## config.mk

```make
export PLATFORM = sky130hd
export DESIGN_NAME = uart_packet_decoder
export DESIGN_NICKNAME = d
export VERILOG_FILES = /design/src/rtl/uart_packet_pkg.sv /design/src/rtl/uart_packet_decoder_timer.sv /design/src/rtl/uart_packet_decoder.sv
export SDC_FILE = /design/constraint.sdc
export NUM_CORES = 1
export LEC_CHECK = 0
export CAP_MARGIN = 20
export CORE_ASPECT_RATIO = 1.1
export CORE_MARGIN = 5
export CORE_UTILIZATION = 44
export CTS_CLUSTER_DIAMETER = 30
export DETAILED_ROUTE_END_ITERATION = 8
export PLACE_DENSITY = 0.66
export SLEW_MARGIN = 0
export SYNTH_ARGS = -nofsm -noshare
export SYNTH_HDL_FRONTEND = slang
export SYNTH_SLANG_ARGS = --single-unit
```

## constraint.sdc

```tcl
create_clock -name clk -period 2.38 [get_ports clk]
set_input_delay 0.238 -clock clk [delete_from_list [all_inputs] [get_ports clk]]
set_output_delay 0.238 -clock clk [all_outputs]
set_load 0.05 [all_outputs]
```

## src/rtl/uart_packet_pkg.sv

```systemverilog
// Shared packet geometry and decoder state encoding for uart_packet_decoder.
// UART_PACKET_CHECKSUM_EN adds a trailing mod-256 checksum byte to each packet.
package uart_packet_pkg;

`ifdef UART_PACKET_CHECKSUM_EN
  localparam int unsigned PKT_BYTES = 9;
`else
  localparam int unsigned PKT_BYTES = 8;
`endif
  localparam int unsigned PKT_ADDR_BYTES = 4;
  localparam int unsigned PKT_DATA_BYTES = 4;
  localparam int unsigned PAYLOAD_BYTES  = PKT_ADDR_BYTES + PKT_DATA_BYTES;
  localparam int unsigned CNT_W          = $clog2(PKT_BYTES);

  typedef enum logic [1:0] {
    ST_RECV,
    ST_EMIT,
    ST_ABORT
  } state_e;

`ifdef UART_PACKET_CHECKSUM_EN
  function automatic logic [7:0] byte_sum(input logic [PAYLOAD_BYTES*8-1:0] p);
    logic [7:0] s;
    s = '0;
    for (int unsigned i = 0; i < PAYLOAD_BYTES; i++) begin
      s = s + p[i*8 +: 8];
    end
    return s;
  endfunction
`endif

endpackage

```

## src/rtl/uart_packet_decoder_timer.sv

```systemverilog
// Inter-byte idle timer: counts while run is high, expired flags the cycle
// in which the count reaches TIMEOUT_CYCLES.
module uart_byte_timer #(
  parameter int unsigned TIMEOUT_CYCLES = 8680
) (
  input  logic clk,
  input  logic reset,
  input  logic clear,
  input  logic run,
  output logic expired
);

  localparam int unsigned TW = $clog2(TIMEOUT_CYCLES + 1);

  logic [TW-1:0] count_q, count_d;

  always_comb begin
    count_d = count_q;
    if (clear) begin
      count_d = '0;
    end else if (run) begin
      count_d = count_q + TW'(1);
    end
  end

  // Asserted in the cycle whose increment would bring the count to the limit.
  assign expired = run && (count_q == TW'(TIMEOUT_CYCLES - 1));

  always_ff @(posedge clk or negedge reset) begin
    if (!reset) begin
      count_q <= '0;
    end else begin
      count_q <= count_d;
    end
  end

endmodule

```

## src/rtl/uart_packet_decoder.sv

```systemverilog
// Assembles little-endian address/data packets from a UART byte stream.
// UART_PACKET_CHECKSUM_EN: 9-byte packets, last byte is the mod-256 payload sum.
module uart_packet_decoder
  import uart_packet_pkg::*;
#(
  parameter int unsigned TIMEOUT_CYCLES = 8680
) (
  input  logic        clk,
  input  logic        reset,
  input  logic [7:0]  rx_byte,
  input  logic        rx_byte_valid,
  output logic [31:0] rx_addr,
  output logic [31:0] rx_data,
  output logic        rx_we,
  output logic        frame_err
);

  state_e                     state_q, state_d;
  logic [CNT_W-1:0]           cnt_q, cnt_d;
  logic [PAYLOAD_BYTES*8-1:0] shadow_q, shadow_d;
  logic [31:0]                addr_q, addr_d;
  logic [31:0]                data_q, data_d;
  logic                       last_byte;
  logic                       sum_ok;
  logic                       timer_clear;
  logic                       timer_run;
  logic                       timer_expired;

  uart_byte_timer #(
    .TIMEOUT_CYCLES(TIMEOUT_CYCLES)
  ) u_timer (
    .clk    (clk),
    .reset  (reset),
    .clear  (timer_clear),
    .run    (timer_run),
    .expired(timer_expired)
  );

  always_comb begin
    state_d     = ST_RECV;
    cnt_d       = cnt_q;
    shadow_d    = shadow_q;
    addr_d      = addr_q;
    data_d      = data_q;
    last_byte   = (cnt_q == CNT_W'(PKT_BYTES - 1));
    sum_ok      = 1'b1;
    timer_run   = (cnt_q != '0);
    timer_clear = rx_byte_valid || timer_expired;
`ifdef UART_PACKET_CHECKSUM_EN
    sum_ok      = (rx_byte == byte_sum(shadow_q));
`endif

    if (rx_byte_valid) begin
      for (int unsigned i = 0; i < PAYLOAD_BYTES; i++) begin
        if (cnt_q == CNT_W'(i)) begin
          shadow_d[i*8 +: 8] = rx_byte;
        end
      end
      if (last_byte) begin
        cnt_d = '0;
        // Outputs load from shadow_d so the final payload byte lands this cycle.
        if (sum_ok) begin
          state_d = ST_EMIT;
          addr_d  = shadow_d[PKT_ADDR_BYTES*8-1:0];
          data_d  = shadow_d[PAYLOAD_BYTES*8-1:PKT_ADDR_BYTES*8];
        end else begin
          state_d = ST_ABORT;
        end
      end else begin
        cnt_d = cnt_q + CNT_W'(1);
      end
    end else if (timer_expired) begin
      cnt_d   = '0;
      state_d = ST_ABORT;
    end
  end

  always_ff @(posedge clk or negedge reset) begin
    if (!reset) begin
      state_q  <= ST_RECV;
      cnt_q    <= '0;
      shadow_q <= '0;
      addr_q   <= '0;
      data_q   <= '0;
    end else begin
      state_q  <= state_d;
      cnt_q    <= cnt_d;
      shadow_q <= shadow_d;
      addr_q   <= addr_d;
      data_q   <= data_d;
    end
  end

  assign rx_we     = (state_q == ST_EMIT);
  assign frame_err = (state_q == ST_ABORT);
  assign rx_addr   = addr_q;
  assign rx_data   = data_q;

endmodule

```

# Word level (Yosys, flattened, before mapping)
# Index checks and enable logic that the tools add are counted.
# W data, S select, Z words.
# totals
register_bits,147
inputBits,11
output_inout_bits,66
# op_classes
add_sub_neg,2
n_eq_ne,10
n_mux,16
reduce_logical,7
# ops
operator,n
$mux W8,8
$mux W14,2
$add A14 B1 Y14 const B,1
$eq A14 B14 Y1 const B,1
$eq A3 B3 Y1 const B,4
$mux W3,3
$eq A3 B2 Y1 const B,2
$mux W2,2
$reduce_bool A2 Y1,2
$add A3 B1 Y3 const B,1
$eq A3 B1 Y1 const B,1
$logic_not A3 Y1,1
$reduce_bool A3 Y1,1
$eq A2 B1 Y1 const B,1
$eq A2 B2 Y1 const B,1
$reduce_and A2 Y1,1
$logic_and A1 B1 Y1,1
$logic_or A1 B1 Y1,1
$mux W1,1

# Logic depth before layout (Yosys ltp)
# depth
depth_word,4
ltp_mapped,8
ltp_nobuf,6

# Hierarchy
# Synthesis repeated with hierarchy kept, for this count alone.
# unflattened
hier_cells,510
hier_area_um2,6122.1
# by_module_without_submodules
mod,instances,cells_per_inst,area_per_inst_um2
uart_packet_decoder,1,436,5380.2
uart_byte_timer,1,74,742.0

# Worst setup path after synthesis
# No wires, ideal clock.
# synth_timing
path_type,flip-flop to flip-flop
start,register cnt_q[0]
end,register u_timer.count_q[12]
setup_ns,0.078
t_arrival_ns,1.799
path_slack_ns,0.503
stages_incl_launch_ff,8
path_buffers,1
synth_period_minus_slack_ns,1.877
cell_sequence,dfrtp_1 inv_1 ha_1 nor2b_1 buf_6 or3_1 or3_1 a21oi_1
# synth_between
elab_chain_cells,4
word_cells_on_any_way,5
# synth_lines
item,line,source
from (decl),uart_packet_decoder.sv:19,"logic [CNT_W-1:0] cnt_q, cnt_d;"
from (signal assigned),uart_packet_decoder.sv:87,cnt_q <= cnt_d;
$reduce_bool A3 Y1 *,uart_packet_decoder.sv:47,timer_run = (cnt_q != '0);
$logic_and A1 B1 Y1,uart_packet_decoder_timer.sv:27,assign expired = run && (count_q == TW'(TIMEOUT_CYCLES - 1));
$logic_or A1 B1 Y1,uart_packet_decoder.sv:48,timer_clear = rx_byte_valid || timer_expired;
$mux W14 or $reduce_bool A2 Y1 (tied branches),-,
to (signal assigned),uart_packet_decoder_timer.sv:33,count_q <= count_d;
to (decl),uart_packet_decoder_timer.sv:15,"logic [TW-1:0] count_q, count_d;"
# Every way passes the cells marked *; elsewhere a longest branch is shown, timed or not.
# A chain may end at the register's enable or synchronous reset.

# Final worst setup path
# layout_timing
start,register cnt_q[0]
end,register u_timer.count_q[13]
# The elaborated chain is that of the path after synthesis.

==> qor.csv <==
stage;metric;value;unit
outcome;outcome;finished, final reports clean;
routing;detail-routed net length per standard cell;16.8;um
cells_and_area;area of the multi-input gates;0.00232;mm^2
setup_path;launching element type of the critical path;flip-flop;
setup_path;worst setup path category;flip-flop to flip-flop;
routing;TritonRoute pass-1 iters;5;
routing;final routed wirelength across all metal layers;12800;um
synthesis;syn_area_per_cell;11.5;um^2
global_routing;wire length of the first global-routing pass;21400;um
setup_path;Max FO, Critical Path;11;
hold_path;min-delay worst type;primary input to async pin;
power;final total power;0.0109;W
timing;highest clock rate;476;MHz
synthesis;top-count cell post-synth;dfrtp_1;
global_routing;maximum number of pins on one net before global-route repair;88;
routing;DR vias/cell;5.30;
timing;total count of hold-check failures in the final report;0;
cells_and_area;footprint of the flip-flops and latches;0.00348;mm^2
timing;worst hold slack;0.398;ns
setup_path;Crit path buffers/inverters;1;
setup_path;worst path arrival time;2.43;ns
cells_and_area;number of diodes;0;
synthesis;synthesized net count;535;
clock_tree;number of buffers on the longest clock path;2;
timing;setup repair after global routing missed its margin;false;
synthesis;top cells by area, synth;dfrtp_1 59%, mux2_2 11%, mux2i_1 8.1%;
global_routing;total overflow reported by the global router;0;
timing;total negative setup slack;0;ns
clock_tree;total setup buffers inserted after CTS;0;
cells_and_area;net total in the final layout;609;
synthesis;EDFF count, synth;0;
clock_tree;clock transition at the registers of the reported paths;0.05;ns
synthesis;total of flip-flops plus latches after synthesis;139;
floorplanning;x dimension of the die;121;um
run;max-cap check violation count;0;
setup_path;slowest CP cell;or4_1;
setup_path;WP data required;2.71;ns
floorplanning;core area;0.0132;mm^2
clock_tree;count of clock tree sinks;139;
routing;count of antenna-violating nets left after detailed routing;0;
routing;DR iter-0 viols;197;
clock_tree;clock insertion delay at the later pin of the skew report;0.41;ns
placement;number of port buffers;76;
synthesis;sequential-to-total area share from yosys stat;0.586;
floorplanning;Chip Height;132;um
power;areal power density over the cells;1470;mW/mm^2
timing;shortest clock period the worst path allows after layout;2.10;ns
setup_path;Worst Reg2Reg Path Length in Cells;6;
floorplanning;number of core rows;44;
cells_and_area;layout cell share with drive strength beyond 1;0.155;
timing;worst-case clock skew;0.00522;ns
cells_and_area;count of filler cells inserted in the layout;1159;
synthesis;ys async rst share;1.00;
floorplanning;count of pins on the block boundary;77;
floorplanning;die area;0.0159;mm^2
timing;post-route clock period utilization;0.883;
global_routing;GRT Overall Usage;0.171;
cells_and_area;area delta synth->final;24.7;%
synthesis;leading register cell type out of synthesis;dfrtp_1;
routing;number of remaining DRC errors;0;
synthesis;Yosys top cell by area;dfrtp_1;
setup_path;Worst R2R Start;cnt_q[0];
setup_path;Worst path depth;6;
synthesis;cell types with the highest counts after synthesis;139 x dfrtp_1, 103 x nand2_1, 56 x mux2_2;
synthesis;Warnings, synthesis;0;
synthesis;cell area after synthesis;0.00593;mm^2
global_routing;vias in the first global route;4231;
global_routing;number of antenna violations at the first check in global routing;0;
clock_tree;cell chosen for the clock root;clkbuf_16;
setup_path;delay-heaviest family, CP;simple AND/OR/NAND/NOR gates;
timing;actual transition at the worst max-transition pin;0.787;ns
floorplanning;initial core utilization;0.449;
synthesis;synthesized instance count;517;
timing;worst-case headroom to the max-slew limit;0.474;
setup_path;Critical Path End;u_timer.count_q[13];
setup_path;endpoint of the lowest-slack register-to-register path;u_timer.count_q[13];
setup_path;minimum setup slack among reg-to-reg paths;0.28;ns
setup_path;Worst Setup SP;cnt_q[0];
synthesis;post-synthesis cell type count;35;
setup_path;delay of the slowest cell on the worst path;0.46;ns
setup_path;CP Cell Sequence;inv_1 > ha_1 > nor2b_2 > or3_4 > or4_1 > a21oi_1;
placement;detailed-placement wirelength estimate;8500;um
clock_tree;H-tree depth reported by CTS;4;
timing;number of max-slew violations in the final report;0;
clock_tree;CTS buffer count;17;
synthesis;fraction of post-synthesis cell area in the top cell type by area;0.586;
power;maximum VDD drop;724;uV
setup_path;Crit. End Element;flip-flop;
timing;number of endpoints failing setup at the final stage;0;
power;cell leakage power;3.46;nW
routing;vias post-DR;4026;
placement;placer's final routability congestion estimate;0.739;
clock_tree;TritonCTS clock tree;built;
worst reg2reg max path, cell delays in order (launching register included):
cell and delay (ns):
dfrtp_1 0.40, inv_1 0.10, ha_1 0.25, nor2b_2 0.23
or3_4 0.43, or4_1 0.46, a21oi_1 0.14
worst min path at each step:
stage,startpoint,end,slack (ns),cells past startpoint
after floorplan,reset,cnt_q[0],-0.06,0
after global placement,reset,rx_data[20],0.27,1
after detailed placement,reset,rx_data[20],0.27,1
after CTS,reset,rx_data[20],0.42,2
after global routing,reset,rx_data[20],0.46,2
final,reset,rx_data[20],0.40,2
state kept, by name (all words and copies together), names as in the netlist:
register,count
shadow_q,56
rx_addr,32
rx_data,32
cnt_q,3
u_timer.count_q,14
state_q,2
cell type report:
class / count / share of cell area
clock buffer: 24 / 0.0665
clock inverter: 3 / 0.00541
inverter: 5 / 0.00254
multi-input combinational: 344 / 0.313
sequential: 139 / 0.470
tap: 161 / 0.0272
timing repair buffer: 84 / 0.115
kinds of logic after synthesis:
logic type               share of synthesized area
AND/OR/NAND/NOR                              0.114
XOR/XNOR                                    0.0148
AO/OA/AOI/OAI                               0.0597
multiplexers                                 0.187
adder cells (fa/ha/maj)                     0.0148
flip-flops                                   0.586
buffers and inverters                       0.0234
through the flow:
step	setup WS, ns	instances	utilization	cell area (um^2)
global route	0.124	760	0.560	7400
finish	0.278	760	0.560	7400
detailed placement	0.158	732	0.519	6860
global placement	0.313	732	0.519	6860
CTS	0.126	760	0.560	7400
floorplan	0.503	517	-	5930
per-layer routing:
metal  up-vias  share of wire  global-route usage
met3        16          0.031              0.0378
met1      2019           0.45               0.225
met5         -              0                   0
li1       1910              -                   -
met4         0          0.015              0.0668
met2        81           0.50               0.275
timing repair:
action	in CTS	in global routing
gates resized for setup	0	1
hold endpoints to repair	64	0
hold buffers	1	0
setup endpoints to repair	0	12
placed cells by master (no fill, tap or decap), drive strengths merged, types with 2 or more instances in the layout:
| master | synthesis | final |
|---|---|---|
| buf | 3 | 8 |
| xnor2 | 8 | 8 |
| clkdlybuf4s50 | 0 | 75 |
| nand4 | 3 | 3 |
| a21oi | 4 | 4 |
| mux2i | 48 | 48 |
| nor2 | 21 | 21 |
| nand2 | 103 | 103 |
| nand3 | 9 | 9 |
| nor2b | 3 | 3 |
| a31oi | 8 | 8 |
| nor4 | 3 | 3 |
| o21ai | 52 | 52 |
| inv | 4 | 4 |
| ha | 7 | 7 |
| or3 | 5 | 5 |
| mux2 | 56 | 56 |
| clkbuf | 26 | 24 |
| dfrtp | 139 | 139 |
| nor4b | 3 | 3 |
| clkinv | 1 | 3 |
| xor2 | 2 | 2 |
report_power, final:
part	switching [W]	leakage, nW	internal [W]
sequential	0.000542	1.75	0.00335
clock	0.000896	0.264	0.00151
combinational	0.00283	1.45	0.00175
Note: power is estimated with default switching activity, not from simulation.
